## config.mk

```make
export PLATFORM = sky130hd
export DESIGN_NAME = cordic_hyp_sequencer
export DESIGN_NICKNAME = d
export VERILOG_FILES = /design/src/rtl/cordic_pkg.sv /design/src/rtl/cordic_hyp_sequencer.sv
export SDC_FILE = /design/constraint.sdc
export NUM_CORES = 1
export LEC_CHECK = 0
export CORE_MARGIN = 2
export CORE_UTILIZATION = 54
export DETAILED_ROUTE_END_ITERATION = 10
export GPL_TIMING_DRIVEN = 0
export PLACE_DENSITY = 0.8
export SYNTH_ARGS = -nofsm -noshare
export SYNTH_HDL_FRONTEND = slang
export SYNTH_SLANG_ARGS = --single-unit
```

## constraint.sdc

```tcl
create_clock -name clk -period 2.2 [get_ports clk]
set_input_delay 0.66 -clock clk [delete_from_list [all_inputs] [get_ports clk]]
set_output_delay 0.66 -clock clk [all_outputs]
set_load 0.02 [all_outputs]
```

## src/rtl/cordic_pkg.sv

```systemverilog
// -----------------------------------------------------------------------------
// cordic_pkg
// Shared types and constants for the BF16 hyperbolic CORDIC iteration
// sequencer (Softmax exp path, Vector Engine).
//   state_t      : sequencer states IDLE / NEG / POS / DONE
//   IDX_W        : width of the signed iteration index
//   FIRST_REP    : first hyperbolic repeat index; later ones follow k -> 3k+1
//   total_steps  : number of issued steps for a given (neg, last) pair, used
//                  for step_last generation and for sizing by the datapath
// -----------------------------------------------------------------------------
package cordic_pkg;

   typedef enum logic [1:0] {
      IDLE = 2'd0,
      NEG  = 2'd1,
      POS  = 2'd2,
      DONE = 2'd3
   } state_t;

   localparam int IDX_W     = 8;
   localparam int FIRST_REP = 4;

   // Steps = expanded-range steps + positive indices + one extra issue for
   // every repeat index (4, 13, 40, ...) that is not beyond the last index.
   // Eight candidates reach far past the largest legal last index.
   function automatic int total_steps(input int neg, input int last);
      int n_rep;
      int k;
      n_rep = 0;
      k     = FIRST_REP;
      for (int i = 0; i < 8; i++) begin
         if (k <= last) begin
            n_rep = n_rep + 1;
            k     = 3 * k + 1;
         end
      end
      return neg + last + n_rep;
   endfunction

endpackage

```

## src/rtl/cordic_hyp_sequencer.sv

```systemverilog
// -----------------------------------------------------------------------------
// cordic_hyp_sequencer
// Emits, per operation, the ordered stream of hyperbolic CORDIC iteration
// indices over a valid/ready handshake so a multi-cycle BF16 add/sub datapath
// can stall it. step_idx feeds the atanh table index and the shift amount.
//
// Optional feature macro: CORDIC_EXT_RANGE_EN
//   defined   : expanded-range indices -(NEG_ITERS-1)..0 are issued first
//   undefined : expanded range compiled out; sequences start at index 1
//
// Ports
//   clk         in   clock
//   rst         in   synchronous active-high reset
//   start       in   begin a sequence (accepted only in IDLE)
//   abort       in   cancel the current sequence (wins over start/handshake)
//   busy        out  high from the cycle after start through the DONE cycle
//   done        out  one-cycle pulse after the last step handshake
//   step_valid  out  step_idx / flags valid
//   step_ready  in   datapath consumed the step
//   step_idx    out  signed iteration index
//   step_rep    out  this issue is the repeat of a repeat index
//   step_first  out  first step of the sequence
//   step_last   out  final step of the sequence
//   step_cnt    out  zero-based ordinal of the current step
// -----------------------------------------------------------------------------
module cordic_hyp_sequencer
   import cordic_pkg::*;
#(
   parameter int NEG_ITERS = 6,
   parameter int LAST_IDX  = 13,
   parameter int CNT_W     = 6
) (
   input  logic                    clk,
   input  logic                    rst,
   input  logic                    start,
   input  logic                    abort,
   output logic                    busy,
   output logic                    done,
   output logic                    step_valid,
   input  logic                    step_ready,
   output logic signed [IDX_W-1:0] step_idx,
   output logic                    step_rep,
   output logic                    step_first,
   output logic                    step_last,
   output logic [CNT_W-1:0]        step_cnt
);

`ifdef CORDIC_EXT_RANGE_EN
   localparam int NEG_EFF = NEG_ITERS;
`else
   // Expanded range is compiled out; NEG_ITERS is kept only so the parameter
   // list is identical in both builds.
   localparam int NEG_EFF = NEG_ITERS * 0;
`endif

   localparam int                      TOTAL    = total_steps(NEG_EFF, LAST_IDX);
   localparam logic [CNT_W-1:0]        LAST_CNT = CNT_W'(TOTAL - 1);
   localparam logic [CNT_W-1:0]        CNT_ONE  = CNT_W'(1);
   localparam logic signed [IDX_W-1:0] IDX_ONE  = IDX_W'(1);
   localparam logic signed [IDX_W-1:0] REP_INIT = IDX_W'(FIRST_REP);

   state_t                    r_state,    w_state;
   logic signed [IDX_W-1:0]   r_idx,      w_idx;
   logic signed [IDX_W-1:0]   r_next_rep, w_next_rep;
   logic                      r_rep,      w_rep;
   logic                      r_first,    w_first;
   logic                      r_last,     w_last;
   logic [CNT_W-1:0]          r_cnt,      w_cnt;
   logic                      r_valid,    w_valid;
   logic                      r_busy,     w_busy;
   logic                      r_done,     w_done;
   logic                      w_hs;

   assign w_hs = r_valid & step_ready;

   always_comb begin
      w_state    = r_state;
      w_idx      = r_idx;
      w_next_rep = r_next_rep;
      w_rep      = r_rep;
      w_first    = r_first;
      w_last     = r_last;
      w_cnt      = r_cnt;
      w_valid    = r_valid;
      w_busy     = r_busy;
      w_done     = 1'b0;

      case (r_state)
         IDLE: begin
            if (start && !abort) begin
               w_valid    = 1'b1;
               w_busy     = 1'b1;
               w_first    = 1'b1;
               w_rep      = 1'b0;
               w_cnt      = '0;
               w_next_rep = REP_INIT;
`ifdef CORDIC_EXT_RANGE_EN
               if (NEG_EFF > 0) begin
                  w_state = NEG;
                  w_idx   = IDX_W'(1 - NEG_EFF);
               end else begin
                  w_state = POS;
                  w_idx   = IDX_ONE;
               end
`else
               w_state = POS;
               w_idx   = IDX_ONE;
`endif
               // A one-step sequence is first and last at once.
               w_last = (LAST_CNT == '0);
            end
         end

`ifdef CORDIC_EXT_RANGE_EN
         NEG: begin
            if (w_hs) begin
               w_cnt   = r_cnt + CNT_ONE;
               w_first = 1'b0;
               if (r_idx == '0) begin
                  w_state = POS;
                  w_idx   = IDX_ONE;
               end else begin
                  w_idx = r_idx + IDX_ONE;
               end
               w_last = (w_cnt == LAST_CNT);
            end
         end
`endif

         POS: begin
            if (w_hs) begin
               w_cnt = r_cnt + CNT_ONE;
               if (r_last) begin
                  w_state = DONE;
                  w_valid = 1'b0;
                  w_done  = 1'b1;
                  w_first = 1'b0;
                  w_last  = 1'b0;
                  w_rep   = 1'b0;
               end else begin
                  w_first = 1'b0;
                  if (r_idx == r_next_rep && !r_rep) begin
                     // Hyperbolic convergence needs this index issued twice.
                     w_rep = 1'b1;
                  end else if (r_rep) begin
                     // Repeat consumed: next repeat index is 3k+1.
                     w_next_rep = (r_next_rep <<< 1) + r_next_rep + IDX_ONE;
                     w_idx      = r_idx + IDX_ONE;
                     w_rep      = 1'b0;
                  end else begin
                     w_idx = r_idx + IDX_ONE;
                  end
                  // Step count reaching TOTAL-1 is exactly the issue with
                  // idx==LAST_IDX that has no repeat following it.
                  w_last = (w_cnt == LAST_CNT);
               end
            end
         end

         DONE: begin
            w_state = IDLE;
            w_busy  = 1'b0;
         end

         default: begin
            w_state = IDLE;
            w_valid = 1'b0;
            w_busy  = 1'b0;
         end
      endcase

      // Abort outranks any handshake or completion in the same cycle.
      if (abort && r_state != IDLE) begin
         w_state    = IDLE;
         w_idx      = '0;
         w_next_rep = REP_INIT;
         w_rep      = 1'b0;
         w_first    = 1'b0;
         w_last     = 1'b0;
         w_cnt      = '0;
         w_valid    = 1'b0;
         w_busy     = 1'b0;
         w_done     = 1'b0;
      end
   end

   always_ff @(posedge clk) begin
      if (rst) begin
         r_state    <= IDLE;
         r_idx      <= '0;
         r_next_rep <= REP_INIT;
         r_rep      <= 1'b0;
         r_first    <= 1'b0;
         r_last     <= 1'b0;
         r_cnt      <= '0;
         r_valid    <= 1'b0;
         r_busy     <= 1'b0;
         r_done     <= 1'b0;
      end else begin
         r_state    <= w_state;
         r_idx      <= w_idx;
         r_next_rep <= w_next_rep;
         r_rep      <= w_rep;
         r_first    <= w_first;
         r_last     <= w_last;
         r_cnt      <= w_cnt;
         r_valid    <= w_valid;
         r_busy     <= w_busy;
         r_done     <= w_done;
      end
   end

   assign busy       = r_busy;
   assign done       = r_done;
   assign step_valid = r_valid;
   assign step_idx   = r_idx;
   assign step_rep   = r_rep;
   assign step_first = r_first;
   assign step_last  = r_last;
   assign step_cnt   = r_cnt;

endmodule
```

**Yosys cells after proc, flatten, opt, wreduce, memory -nomap -nowiden**

Index checks and enable logic that the tools add are counted.

- Add/subtract/negate cells: 4
- Equal/unequal tests: 10
- Multiplexer cells: 34
- Bitwise logic cells: 4
- Reductions and logical operators: 16

Operators with widths:

| cell | number |
|---|---|
| two-way mux 8 bit | 9 |
| case mux 8 bit (2 select lines) | 2 |
| adder 8 x 2 -> 8 bit, second input constant | 2 |
| two-way mux 6 bit | 2 |
| != test 2 bit, second input constant | 6 |
| case mux 6 bit (2 select lines) | 1 |
| two-way mux 1 bit | 11 |
| adder 8 bit | 1 |
| == test 8 bit | 1 |
| case mux 1 bit (2 select lines) | 4 |
| adder 6 x 1 -> 6 bit, second input constant | 1 |
| == test 6 x 4 -> 1 bit, second input constant | 1 |
| two-way mux 2 bit | 3 |
| AND reduction 3 bit | 2 |
| AND reduction 6 bit | 1 |
| AND reduction 5 bit | 1 |
| == test 2 bit, second input constant | 2 |
| case mux 2 bit (2 select lines) | 1 |
| AND reduction 4 bit | 1 |
| nonzero test 2 bit | 2 |
| OR reduction 4 bit | 1 |
| logical AND 1 bit | 3 |
| NOT 1 bit | 3 |
| case mux 1 bit (3 select lines) | 1 |
| other kinds (5) | 6 |

- Bits in registers: 30
- Input port bits: 5
- Output and inout bits: 20
- Logic and storage cells: 78

**Logic depth before layout (Yosys ltp)**

Gate-level depths: netlist of run 1.

- Word-level depth: 7
- Gate-level depth with buffers: 7
- Depth with buffers taken out: 7

**Worst setup path before layout of run 1**

No wires, ideal clock.

- Kind: reg2reg
- From: register r_next_rep[0]
- To: register r_next_rep[7]
- Library setup time: 0.120 ns
- Arrival time: 1.749 ns
- Slack: 0.331 ns
- Stages on the path, launching flop included: 7
- Period minus slack after synthesis: 1.869 ns
- Cells stage by stage: dfxtp_1 -> fa_1 -> a211oi_1 -> nor4b_1 -> nand4b_1 -> nor4b_1 -> o31a_1

- Cells in the longest elaborated chain, start to end: 7

RTL lines:

| item | RTL line | RTL |
|---|---|---|
| from (decl) | cordic_hyp_sequencer.sv:64 | `logic signed [IDX_W-1:0] r_next_rep, w_next_rep;` |
| from (signal assigned) | cordic_hyp_sequencer.sv:202 | `r_next_rep <= w_next_rep;` |
| adder 8 bit | cordic_hyp_sequencer.sv:147 | `w_next_rep = (r_next_rep <<< 1) + r_next_rep + IDX_ONE;` |
| adder 8 x 2 -> 8 bit | cordic_hyp_sequencer.sv:147 |  |
| two-way mux 8 bit | cordic_hyp_sequencer.sv:145 | `end else if (r_rep) begin` |
| two-way mux 8 bit | cordic_hyp_sequencer.sv:142 | `if (r_idx == r_next_rep && !r_rep) begin` |
| two-way mux 8 bit | cordic_hyp_sequencer.sv:133 | `if (r_last) begin` |
| two-way mux 8 bit | cordic_hyp_sequencer.sv:131 | `if (w_hs) begin` |
| case mux 8 bit (2 select lines) | cordic_hyp_sequencer.sv:88 | `case (r_state)` |

Several ways; a longest one is shown, not always the timed one. The select of a mux whose other input is x is not followed.
A chain may end at the register's enable or synchronous reset.

**Final worst setup path of run 1**

- From: register r_last (netlist: step_last)
- To: output step_last

RTL lines:

| item | RTL line | RTL |
|---|---|---|
| from (decl) | cordic_hyp_sequencer.sv:67 | `logic r_last, w_last;` |
| from (signal assigned) | cordic_hyp_sequencer.sv:205 | `r_last <= w_last;` |
| to (decl) | cordic_hyp_sequencer.sv:44 | `output logic step_last,` |

No word-level cell between the ends.

==> results.ini, run 1 <==
[floorplan]
die-height_um=61.2
io_pins=25
dieArea_um2=3750
core_area_um2=3080
die_w_um=61.2
initial_core_util_pct=57.4
rows=20

[worst_setup_path]
slowest_delay_ps=650
crit_family=buffers and inverters
crit_fanout=6
crit_chain=clkdlybuf4s50_1
crit_required_ps=1540
r2r_slack_ps=140
path_buf_inv=1
criticalPathCategory=register to output port
rr_startpoint=r_next_rep[0]$_SDFFE_PP0P_
startpoint_type=register
crit_arrival_ps=1440
ff2ff_path_depth=6
worst_setup_path_end_kind=output port
r2r-end=r_next_rep[7]$_SDFFE_PP0P_
crit_path_top_delay_cell=clkdlybuf4s50_1

[cells_and_area]
fin_nets=259
seqCellArea_um2=601
n_fill_cell=276
final_cell_mix=30 x dfxtp_1, 23 x clkdlybuf4s50_1, 22 x nor2_1
multiInputGateArea_um2=1100
final_common_cell=dfxtp_1
fin_cells=288
num_antenna_cells=0
layout-drive-gt1-share_pct=8.20
syn_to_final_growth_pct=20.8

[clock_network]
htreeDepth=2
clock_path_buffers=2
clkSinkCount=30
cts_tree=yes
cts_hold_buffers=0
cts_root_buffer=clkbuf_4
cts_inserted_buffers=5
cts_resized=0
path_clk_slew_ps=100
cts_setup_buffers=0
insertion_delay_ps=330

[routing]
drc=0
dr.pass1.iters=4
viasPerCell=5.80
ant_nets=0
vias=1670
avgRoutedWirePerCell_um=13.5
drt-total-wl_um=3880
drt-initial-drc-count=98

[timing]
slew_headroom_pct=60.6
setup_viol=0
clock.fmax_ghz=0.476
tightest_slew_ps=591
fin_ws_ps=101
period_share_pct=95.4
drv_slew=0
hold_viol=0
hold_slack_ps=506
skew_ps=12.4
setup_tns_ps=0
rsz0062_at_grt=true
period_minus_slack_ps=2100

[synth]
ys_seq_area_share_pct=34.0
synth_top_area_share_pct=34.0
synth_area_leader_cell=dfxtp_1
ys.flop_type=dfxtp_1
ys_ff_latch=30
syn_nets=228
synth_edf_count=0
synth.distinct_cells=44
yosys-top-cells-area=dfxtp_1 34%, ha_1 7.1%, a21oi_1 5.1%, xnor2_1 5.0%, nor2_1 4.7%
postSynthCellCount=212
synthArstFlopShare_pct=0
synth_area_um2=1770
avgSynthCellArea_um2=8.33
yosys_warnings=0

[power]
pwr_density_cell_nw_per_um2=472
total_power_uw=1010
internal_power_uw=745
switchingPower_uw=261
power.leakage_uw=0.000805
switching_share_pct=25.9
ir_drop_mv=0.254
comb_power_share_pct=9.7
seqPwrFrac_pct=55.4
power.clock.fraction_pct=34.9

[min_path]
min_path_cells=1
worst_hold_path.endpoint=step_cnt[4]$_SDFFE_PP0P_
holdCritStartpoint=step_cnt[4]$_SDFFE_PP0P_
hp-class=register to register

[grt]
antenna_found_initial=0
grt_pass1_vias=1473
grt_pass1_wl_um=6650
grt_max_degree=11
gr-total-overflow=0
grt_use_total_pct=23.6

[placed_design]
dp.cells=280
gp_congestion=0.850
place_ws_ps=-250
dp_hpwl_um=2880
port_buffers=24

[run_status]
outcome=completed

[run]
cap_violations=0

cell type report:
cell class,instances,share of cell area [%]
sequential,30,28.2
timing repair buffer,24,11.4
clock buffer,7,2.58
clock inverter,1,0.235
tap,44,2.58
inverter,5,0.880
multi-input combinational,168,51.6
buffer,9,2.58
kinds of logic (layout without fill, tap and decap cells):
kind of cell / Yosys count / in the layout / share of synthesized area [%]
AND/OR/NAND/NOR: 88 / 88 / 27.2
AO/OA/AOI/OAI: 55 / 55 / 19.5
XOR/XNOR: 14 / 14 / 6.94
flip-flops: 30 / 30 / 34.0
adder cells (fa/ha/maj): 11 / 11 / 8.22
buffers and inverters: 14 / 46 / 4.18
metal layers:
layer | routed length, um | global-route usage (%) | up-vias
met2 | 1780 | 35.3 | 42
met5 | 0 | 0 | -
met3 | 211 | 5.67 | 4
met1 | 1860 | 33.1 | 785
met4 | 29 | 8.70 | 0
li1 | - | - | 839
metrics by stage:
step	util (%)	instance area [um2]
floorplan	-	1770
global placement	67.0	2060
detailed placement	67.0	2060
CTS	68.9	2120
global route	69.3	2130
finish	69.3	2130
cell usage after synthesis (all sizes together), types with 3 or more instances:
| cell | n |
|---|---|
| ha | 10 |
| dfxtp | 30 |
| nand3 | 11 |
| buf | 7 |
| nor4 | 6 |
| and3 | 6 |
| nand2b | 3 |
| o22a | 6 |
| nor3b | 3 |
| a21oi | 18 |
| inv | 5 |
| nand2 | 15 |
| nor4b | 7 |
| nor2 | 22 |
| xnor2 | 10 |
| o21ai | 16 |
| nor3 | 4 |
| xor2 | 4 |
registers in the layout (all words and copies together) (netlist names):
| signal | flops |
|---|---|
| step_valid | 1 |
| step_first | 1 |
| step_idx | 8 |
| step_last | 1 |
| busy | 1 |
| step_rep | 1 |
| r_state | 2 |
| step_cnt | 6 |
| r_next_rep | 8 |
| done | 1 |
power groups by stage:
stage / Clock, uW / Sequential (uW) / Combinational, uW
floorplan: 0 / 575 / 54.8
global placement: 0 / 570 / 95.9
detailed placement: 0 / 570 / 97.3
CTS: 355 / 557 / 97.5
global route: 384 / 559 / 108
finish: 351 / 557 / 97.8
worst max-delay path by stage:
stage	from	end	slack, ps	cells past startpoint
finish	step_last$_SDFFE_PP0P_	step_last	100	1
global placement	abort	r_next_rep[1]$_SDFFE_PP0P_	-230	7
global route	abort	step_idx[4]$_SDFFE_PP0P_	-40	7
floorplan	r_next_rep[0]$_SDFFE_PP0P_	r_next_rep[7]$_SDFFE_PP0P_	330	6
detailed placement	abort	r_next_rep[4]$_SDFFE_PP0P_	-250	7
CTS	r_next_rep[0]$_SDFFE_PP0P_	r_next_rep[7]$_SDFFE_PP0P_	70	6
Power figures use the tool's default switching activity.
==> run 2, diff against run 1 <==
--- a/config.mk
+++ b/config.mk
@@ -8,6 +8,6 @@
 export CORE_MARGIN = 2
-export CORE_UTILIZATION = 54
+export CORE_UTILIZATION = 39
 export DETAILED_ROUTE_END_ITERATION = 10
 export GPL_TIMING_DRIVEN = 0
-export PLACE_DENSITY = 0.8
+export PLACE_DENSITY = 0.61
 export SYNTH_ARGS = -nofsm -noshare
==> constraint.sdc (replaced) <==
create_clock -name clk -period 2.2 [get_ports clk]
set_input_delay 0.44 -clock clk [delete_from_list [all_inputs] [get_ports clk]]
set_output_delay 0.44 -clock clk [all_outputs]
set_load 0.02 [all_outputs]
==> run 2 against run 1 <==
  * Clock power is 32% higher
  * Utilization is 19 points lower
  * Sequential power hardly changed
  * Via count is 1.1% lower
  * Maximum frequency is 5.3% higher
  * Die area is 36% higher
  * Sequential share of layout area is 0.41 points lower
  * Flip-flop and latch count stayed put
  * Worst hold slack worse by 25 ps
  * Cell count is 2.8% higher
==> results.ini, run 2 (synthesized netlist as in run 1, its figures left out) <==
[run_status]
outcome=completed

[min_path]
min_path_cells=1  ; unchanged
hp-class=register to register

[timing]
clock.fmax_ghz=0.502  ; +5.3%
skew_ps=5.22  ; -7.20 ps
rsz0062_at_grt=false
tightest_slew_ps=615  ; +24.4 ps
fin_ws_ps=207  ; +106 ps
period_minus_slack_ps=1990  ; -106 ps
setup_viol=0  ; unchanged
hold_viol=0  ; unchanged
period_share_pct=90.6  ; -4.8 points
drv_slew=0  ; unchanged
slew_headroom_pct=59.0  ; -1.6 points
setup_tns_ps=0  ; unchanged

[routing]
wl_met2_um=1810  ; +1.7%
highest_layer=met4
drt-total-wl_um=4110  ; +5.7%
drt-initial-drc-count=113  ; +15%
dr.pass1.iters=4  ; unchanged
drc=0  ; unchanged
ant_nets=0  ; unchanged
viasPerCell=5.58  ; -3.8%
vias=1652  ; -1.1%
dr_wl_met3_um=203  ; -3.8%
wl_met1_um=2030  ; +9.2%
avgRoutedWirePerCell_um=13.9  ; +2.9%

[grt]
grt_pass1_wl_um=6710  ; +0.93%
antenna_found_initial=0  ; unchanged
grt_pass1_vias=1413  ; -4.1%
grt_use_total_pct=16.7  ; -6.9 points
grt_max_degree=11  ; unchanged
gr-total-overflow=0  ; unchanged

[clock_network]
cts_inserted_buffers=5  ; unchanged
clkSinkCount=30  ; unchanged
path_clk_slew_ps=60  ; -40 ps
cts_hold_buffers=0  ; unchanged
insertion_delay_ps=280  ; -50 ps
cts_root_buffer=clkbuf_8
clock_path_buffers=2  ; unchanged
cts_setup_buffers=0  ; unchanged
cts_tree=yes
htreeDepth=2  ; unchanged

[worst_setup_path]
crit_arrival_ps=2160  ; +720 ps
criticalPathCategory=register to register
ff2ff_path_depth=6  ; unchanged
crit_required_ps=2370  ; +830 ps
crit_fanout=8  ; +2
worst_setup_path_end_kind=register
startpoint_type=register

[cells_and_area]
final_common_cell=dfxtp_1
final_cell_area_um2=2170  ; +1.7%
num_antenna_cells=0  ; unchanged
n_fill_cell=450  ; +63%
fin_nets=259  ; unchanged
final_cell_mix=29 x dfxtp_1, 24 x clkdlybuf4s50_1, 22 x nor2_1
syn_to_final_growth_pct=22.8
layout-drive-gt1-share_pct=8.20  ; unchanged

[power]
comb_power_share_pct=8.8  ; -0.9 points
switchingPower_uw=276  ; +5.8%
switching_share_pct=24.7  ; -1.3 points
pwr_density_cell_nw_per_um2=516  ; +9.4%
power.leakage_uw=0.000803  ; -0.26%
power.clock.fraction_pct=41.4  ; +6.5 points
internal_power_uw=843  ; +13%
ir_drop_mv=0.284  ; +12%
seqPwrFrac_pct=49.8  ; -5.6 points

[placed_design]
place_ws_ps=-40.9  ; +209 ps
gp_congestion=0.766  ; -9.8%
port_buffers=24  ; unchanged
dp_hpwl_um=2970  ; +2.9%
placed_area_um2=2070  ; +0.49%

[floorplan]
die-height_um=71.3  ; +17%
initial_core_util_pct=40.6  ; -17 points
core_area_um2=4350  ; +41%
dieArea_um2=5080  ; +36%
rows=24  ; +20%
io_pins=25  ; unchanged
die_w_um=71.3  ; +17%

[run]
cap_violations=0  ; unchanged

## run 2: power by group through the flow
stage | logic, uW | clock network (uW) | registers, uW
final | 98.5 | 463 | 558
after global routing | 108 | 505 | 559
after CTS | 98.4 | 476 | 558
after detailed placement | 98.0 | 0 | 570
after global placement | 97.9 | 0 | 570
after floorplan | 54.8 | 0 | 575
## run 2: worst max-delay path, cell delays in order (launching register included)
cell	delay (ps)
dfxtp_2	370
fa_1	480
a211oi_2	270
nor4b_1	80
nand4b_1	240
nor4b_1	190
o31a_1	270
## run 2: repair_timing
item,in CTS,in global routing
gates resized for setup,0,2
endpoints found under the hold margin,0,0
endpoints found under the setup margin,0,1
## run 2: routing by layer
metal	up-vias	track usage, %
li1	834	-
met3	6	4.08
met1	775	22.9
met2	37	25.2
met4	0	6.71
met5	-	0
## run 2: path summary, 6_finish.rpt
kind | start | slack (ps) | end
setup / recovery | r_next_rep[0]$_SDFFE_PP0P_ | 210 | r_next_rep[7]$_SDFFE_PP0P_
hold reg to reg | step_cnt[5]$_SDFFE_PP0P_ | 480 | step_cnt[5]$_SDFFE_PP0P_
setup reg to reg | r_next_rep[0]$_SDFFE_PP0P_ | 210 | r_next_rep[7]$_SDFFE_PP0P_
hold / removal | step_cnt[5]$_SDFFE_PP0P_ | 480 | step_cnt[5]$_SDFFE_PP0P_
## run 2: layout make-up
| cell class | instances | area (um2) | share of cell area [%] |
|---|---|---|---|
| Buffer | 9 | 55.1 | 2.54 |
| Clock buffer | 7 | 86.3 | 3.98 |
| Clock inverter | 1 | 5.00 | 0.231 |
| Inverter | 5 | 18.8 | 0.865 |
| Multi-Input combinational cell | 168 | 1100 | 50.6 |
| Sequential cell | 30 | 602 | 27.7 |
| Tap cell | 52 | 65.1 | 3.00 |
| Timing Repair Buffer | 24 | 240 | 11.1 |
## run 2: metrics by stage
step	total power, uW	utilization, %	cells	hold WS, ps
finish	1120	49.8	296	481
global route	1170	49.8	296	513
CTS	1130	49.7	296	487
detailed placement	668	47.6	288	474
global placement	668	47.6	288	471
floorplan	630	-	212	473
